`src/rtl/hidden_layer_mac.sv`:
```
// Hidden-layer multiply-accumulate engine: streams 66 weight/activation pairs per
// node into a 48-bit Q16.16 accumulator and emits one saturated result per node.
module hidden_layer_mac #(
  parameter int ih_mem_height      = 64,
  parameter int element_width      = 32,
  parameter int no_of_hidden_nodes = 20
) (
  input  logic                     clk,
  input  logic                     rst_n,
  input  logic                     start,
  output logic [4:0]               column_number,
  output logic [6:0]               elem_index,
  input  logic                     w_valid,
  input  logic [element_width-1:0] w_data,
  input  logic [element_width-1:0] x_data,
  output logic                     w_ready,
  output logic                     node_valid,
  output logic [element_width-1:0] node_data,
  input  logic                     node_ready,
  output logic                     layer_done,
  output logic [1:0]               dbg_state
);

  localparam int EW     = element_width;
  localparam int ACC_W  = 48;
  localparam int FRAC   = 16;
  localparam int PROD_W = 2 * EW;

  localparam logic [6:0] LAST_ELEM = 7'(ih_mem_height + 1);
  localparam logic [4:0] LAST_COL  = 5'(no_of_hidden_nodes - 1);

  localparam logic signed [ACC_W-1:0] SAT_MAX = {{(ACC_W-EW+1){1'b0}}, {(EW-1){1'b1}}};
  localparam logic signed [ACC_W-1:0] SAT_MIN = {{(ACC_W-EW+1){1'b1}}, {(EW-1){1'b0}}};

  // Handshakes: a pair moves on w_valid && w_ready, a result on node_valid && node_ready;
  // valid-side data must hold until the handshake, ready may change freely.

  typedef enum logic [1:0] {
    IDLE   = 2'd0,
    ACCUM  = 2'd1,
    OUTPUT = 2'd2
  } state_t;

  state_t                   state_q, state_d;
  logic [4:0]               col_q, col_d;
  logic [6:0]               idx_q, idx_d;
  logic signed [ACC_W-1:0]  acc_q, acc_d;
  logic [EW-1:0]            data_q, data_d;
  logic                     done_q, done_d;

  logic signed [PROD_W-1:0] w_ext, x_ext, prod_full;
  logic signed [ACC_W-1:0]  prod_sh, acc_sum;
  logic [EW-1:0]            sat_val;
  logic                     unused_frac;

  // Full-width signed product, then arithmetic shift by FRAC is a bit slice.
  assign w_ext       = {{EW{w_data[EW-1]}}, w_data};
  assign x_ext       = {{EW{x_data[EW-1]}}, x_data};
  assign prod_full   = w_ext * x_ext;
  assign prod_sh     = prod_full[ACC_W+FRAC-1:FRAC];
  assign unused_frac = ^prod_full[FRAC-1:0];
  assign acc_sum     = acc_q + prod_sh;

  always_comb begin
    sat_val = acc_sum[EW-1:0];
    if (acc_sum > SAT_MAX) begin
      sat_val = {1'b0, {(EW-1){1'b1}}};
    end else if (acc_sum < SAT_MIN) begin
      sat_val = {1'b1, {(EW-1){1'b0}}};
    end
  end

  always_ff @(posedge clk or negedge rst_n) begin
    if (!rst_n) begin
      state_q <= IDLE;
      col_q   <= '0;
      idx_q   <= '0;
      acc_q   <= '0;
      data_q  <= '0;
      done_q  <= 1'b0;
    end else begin
      state_q <= state_d;
      col_q   <= col_d;
      idx_q   <= idx_d;
      acc_q   <= acc_d;
      data_q  <= data_d;
      done_q  <= done_d;
    end
  end

  always_comb begin
    state_d = state_q;
    col_d   = col_q;
    idx_d   = idx_q;
    acc_d   = acc_q;
    data_d  = data_q;
    done_d  = 1'b0;
    unique case (state_q)
      IDLE: begin
        if (start) begin
          col_d   = '0;
          idx_d   = '0;
          acc_d   = '0;
          state_d = ACCUM;
        end
      end
      ACCUM: begin
        if (w_valid) begin
          acc_d = acc_sum;
          // Index parks at the last element; it is cleared on the result handshake.
          if (idx_q == LAST_ELEM) begin
            data_d  = sat_val;
            state_d = OUTPUT;
          end else begin
            idx_d = idx_q + 7'd1;
          end
        end
      end
      OUTPUT: begin
        if (node_ready) begin
          if (col_q == LAST_COL) begin
            done_d  = 1'b1;
            state_d = IDLE;
          end else begin
            col_d   = col_q + 5'd1;
            idx_d   = '0;
            acc_d   = '0;
            state_d = ACCUM;
          end
        end
      end
      default: state_d = IDLE;
    endcase
  end

  assign column_number = col_q;
  assign elem_index    = idx_q;
  assign w_ready       = (state_q == ACCUM);
  assign node_valid    = (state_q == OUTPUT);
  assign node_data     = data_q;
  assign layer_done    = done_q;
  assign dbg_state     = state_q;

endmodule

```
`config.mk`:
```
export PLATFORM = sky130hd
export DESIGN_NAME = hidden_layer_mac
export DESIGN_NICKNAME = d
export VERILOG_FILES = /design/src/rtl/hidden_layer_mac.sv
export SDC_FILE = /design/constraint.sdc
export NUM_CORES = 2
export LEC_CHECK = 0
export CAP_MARGIN = 0
export CORE_UTILIZATION = 65
export DETAILED_ROUTE_END_ITERATION = 6
export GPL_ROUTABILITY_DRIVEN = 0
export PLACE_DENSITY = 0.88
export REMOVE_ABC_BUFFERS = 1
export SYNTH_ARGS = -nofsm -noshare
export SYNTH_HDL_FRONTEND = slang
export SYNTH_SLANG_ARGS = --single-unit
```
`constraint.sdc`:
```
create_clock -name clk -period 7.06 [get_ports clk]
set_clock_uncertainty 0.15 [all_clocks]
set_input_delay 1.059 -clock clk [delete_from_list [all_inputs] [get_ports clk]]
set_output_delay 1.059 -clock clk [all_outputs]
set_load 0.01 [all_outputs]
```
==> impl_results.md, run 1 <==
- Seq/Total Area, Yosys: approximately 5.6%
- Asr flop ratio synth: 100%
- Vias in the first global route: 58453
- Root Driver: clkbuf_16
- Hold buffers post-CTS: 0
- Die Y: approximately 260 µm
- CTS buffer count: 9
- Total gr overflow: 1848
- Unique masters post-synth: 77
- Total track usage: 90.3%
- FF+latch count, synth: 95
- Syn. warnings: 0
- H-tree levels: 3
- Num ports: approximately 120
- Chip width: about 260 µm
- Post-synth EDFFs: 0
- Global-route wire length before repair: 432000 µm
- Top_reg_cell synth: dfrtp_1
- Hpwl dp: 109000 µm
- Cell count after placement: 5815
- Worst-case clock buffer depth: 2
- Largest net degree at the start of global routing: 58
- Syn Inst Count: approximately 4500
- Initial Util: 66.3%
- Tool error: [ERROR GRT-0116] Global routing finished with congestion. Check the congestion regions in the DRC Viewer.
- Last step reached: 5_1_grt
- Status: aborted with a tool error
- CTS Sinks: between 90 and 100
- Cell area after synthesis: 42100 µm²
- Syn Area/Cell: 9.42 µm²
- # rows: 92
- Port buffer count: 117
[Yosys cell counts, drive strengths merged (13+ instances only)]
master | number | area share [%]
a21o | 33 | 0.59
a21oi | 101 | 1.2
a221o | 30 | 0.71
a22o | 41 | 0.85
a31oi | 13 | 0.19
and2 | 545 | 8.1
and3 | 13 | 0.19
clkbuf | 219 | 2.0
dfrtp | 95 | 5.6
fa | 1082 | 51
ha | 238 | 7.1
inv | 987 | 8.8
nand2 | 543 | 4.8
nand2b | 18 | 0.27
nand3 | 31 | 0.37
nand4 | 21 | 0.31
nor2 | 97 | 0.86
nor3 | 31 | 0.37
o21a | 13 | 0.23
o21ai | 73 | 0.87
xnor2 | 61 | 1.3
xor2 | 38 | 0.79
[kinds of logic after synthesis]
logic type      share of synthesized area [%]
buf+inv                                  10.9
fa+ha+maj                                58.5
compound gates                           6.56
flops                                    5.64
simple gates                             16.2
mux                                     0.128
xor+xnor                                 2.11
[routing by layer]
metal	overflow	track usage [%]
met1	94	86.7
met4	499	92.0
met2	1143	101
met5	8	66.7
met3	104	83.1
[per-stage QoR]
stage	hold slack, ps	cell area [µm²]	setup slack [ps]
after detailed placement	328	48800	-5250
after floorplan	306	41200	-3980
after CTS	343	54200	-3980
after global placement	323	48800	-4800
[repair_timing]
action,CTS
resized for setup,797
pin swaps,352
setup buffers,210
setup endpoints to repair,80
cloned,48
==> inputs of run 2 (changes only) <==
--- a/config.mk
+++ b/config.mk
@@ -6,10 +6,10 @@
 export NUM_CORES = 2
 export LEC_CHECK = 0
 export CAP_MARGIN = 0
-export CORE_UTILIZATION = 65
+export CORE_UTILIZATION = 40
 export DETAILED_ROUTE_END_ITERATION = 6
 export GPL_ROUTABILITY_DRIVEN = 0
-export PLACE_DENSITY = 0.88
+export PLACE_DENSITY_LB_ADDON = 0.15
 export REMOVE_ABC_BUFFERS = 1
 export SYNTH_ARGS = -nofsm -noshare
 export SYNTH_HDL_FRONTEND = slang
==> impl_results.md, run 2 <==
- Initial Util: 40.5% (was 66.3%)
- Setup CP Type: in2reg
- Routed WL: 138000 µm
- Max Slew Vio Count: 0
- Layout Nets: about 6600
- CP max stage cell: fa_1
- Final Util: between 50% and 60%
- Vias in the first global route: 34590
- Full die area: 107000 µm²
- Unique masters post-synth: 77 (unchanged)
- CTS buffer count: 9 (unchanged)
- Most instantiated cells after synthesis: fa_1 (1082), inv_1 (987), and2_1 (545) (unchanged)
- Hpwl dp: 104000 µm (was 109000 µm)
- MaxCap Viol Count: 0
- Endpoint class of the critical path: register
- Failing checks: negative setup slack
- Crit path arrival time: 11060 ps
- Tmin final: 10960 ps
- Post-DRT Antenna Nets: 0
- Status: finished, violations left (was aborted with a tool error)
- Top_reg_cell synth: dfrtp_1 (unchanged)
- Post-synth top area share: 51.4% (unchanged)
- Top cells by area, synth: fa_1 (51%), inv_1 (8.8%), and2_1 (8.1%), ha_1 (7.1%), dfrtp_1 (5.6%) (unchanged)
- Total track usage: 23.4%
- Syn Area/Cell: 9.42 µm² (unchanged)
- Startpoint Class: primary input
- Layout cells sized above 1: a little under a quarter
- Hold Startpoint: acc_q[0]$_DFFE_PN0P_
- Iter 0 DRT Violations: 1866
- # diodes: 0
- Fin crit share: 155%
- Root Driver: clkbuf_16 (unchanged)
- Worst hold path class: reg2reg
- CTS Sinks: 95 (unchanged)
- Most frequent cells in the layout: fa_1 (1026), inv_1 (968), buf_4 (633), and2_1 (530), nand2_1 (524)
- Most frequent cell after synthesis: fa_1 (unchanged)
- Die Y: 326 µm (was 257 µm)
- Yosys top cell by area: fa_1 (unchanged)
- Asr flop ratio synth: 100% (unchanged)
- Worst-case clock buffer depth: 2 (unchanged)
- Most common cell after layout, fill and taps aside: fa_1
- Wirelength per Cell: 21.0 µm
- DR pass1 iterations: 7
- Crit-path most repeated cell: fa_1
- # rows: 118 (was 92)
- FF-to-FF Start: acc_q[23]$_DFFE_PN0P_
- Area Overhead vs Synth: 29.1%
- Core ar.: 104000 µm²
- CP max FO: 9
- Vias per inst: 5.03
- Final routed DRC violation total: 0
- Max reg flops: 48
- Total gr overflow: 0
- RSZ-0062 raised after global routing: true
- Seq/Total Area, Yosys: 5.64% (unchanged)
- Num ports: 118 (unchanged)
- Chip width: 326 µm (was 257 µm)
- Final setup fails: 80
- Initial antenna violation count: 6
- H-tree levels: 3 (unchanged)
- Least-Margin Pin Slew: about 780 ps
- Syn. warnings: 0 (unchanged)
- WP data required: 7160 ps
- FF+latch count, synth: 95 (unchanged)
- Post-route setup slack: -3900 ps
- Largest Register: acc_q
- DR vias: 32986
- Port buffer count: 117 (unchanged)
- Worst-Skew Late Latency: 370 ps
- Post-synth EDFFs: 0 (unchanged)
- Global-route wire length before repair: 196000 µm
- CP Launch Point: x_data[3]
- CTS clock-pin slew for the worst setup and hold paths: 80 ps
- Fillcell total: 9605
- Final hold viol count: 0
- Syn Inst Count: 4473 (unchanged)
- Slew HR: 48.0%
- Cell area after synthesis: 42100 µm² (unchanged)
- Dpl ws: -5050 ps (was -5250 ps)
- Max incr delay on CP: 600 ps
- Largest net degree at the start of global routing: 58
- TritonCTS clock tree: yes
- Max Freq: 91.3 MHz
==> run 2: cell counts after synthesis <==
Identical to the previous run, type by type.
==> run 2: final cells by class <==
class	count	area (µm²)	area share (%)
Clock inverter	7	86.3	0.159
Inverter	988	3710	6.82
Sequential cell	95	2380	4.37
Multi-Input combinational cell	3165	37000	68.0
Timing Repair Buffer	918	9270	17.1
Clock buffer	9	225	0.414
Tap cell	1380	1730	3.17
==> run 2: routing by layer <==
layer	track usage [%]	wire length [µm]	vias to the layer above
met1	33.5	58000	17375
met2	39.6	68600	741
li1	-	-	14718
met5	0	0	-
met3	2.23	7190	152
met4	2.86	4250	0
==> run 2: path summary, 6_finish.rpt <==
kind	to	slack [ps]	depth (start not counted)
min reg2reg	acc_q[0]$_DFFE_PN0P_	350	2
min in group asynchronous	acc_q[45]$_DFFE_PN0P_	520	1
max in group asynchronous	acc_q[14]$_DFFE_PN0P_	5040	2
max reg2reg	node_data[26]$_DFFE_PN0P_	3150	15
max	node_data[26]$_DFFE_PN0P_	-3900	42
min	acc_q[0]$_DFFE_PN0P_	350	2
==> run 2: kinds of logic after synthesis <==
group                    share of synthesized area (%)
flip-flops                                        5.64
adder cells (fa/ha/maj)                           58.5
XOR/XNOR                                          2.11
AND/OR/NAND/NOR                                   16.2
multiplexers                                     0.128
buffers and inverters                             10.9
AO/OA/AOI/OAI                                     6.56
==> run 2: what timing repair did <==
| action | 4_1_cts | 5_1_grt |
|---|---|---|
| setup endpoints to repair | 80 | 80 |
| resized for setup | 148 | 550 |
| hold buffers | 0 | 0 |
| cloned | 2 | 51 |
| pin swaps | 45 | 201 |
| setup buffers | 10 | 90 |
==> run 2: critical path, delay by kind of cell <==
kind            cells  cell delay (ps)
xor+xnor            2              320
compound gates     14             2800
fa+ha+maj          10             4600
buf+inv             9             1240
simple gates        7              980
==> run 2: per-stage QoR <==
step	area, µm²	TNS [ps]	cells	hold WS [ps]
after floorplan	41200	-217230	4247	306
after global routing	54400	-258230	6562	380
after detailed placement	49900	-324130	6401	334
final	54400	-237650	6562	348
after global placement	49900	-323740	6401	322
after CTS	51100	-265450	6429	351
Power of run 2 is not shown: default switching activity piles up to over one toggle a cycle in this logic, so the estimate is an artifact.
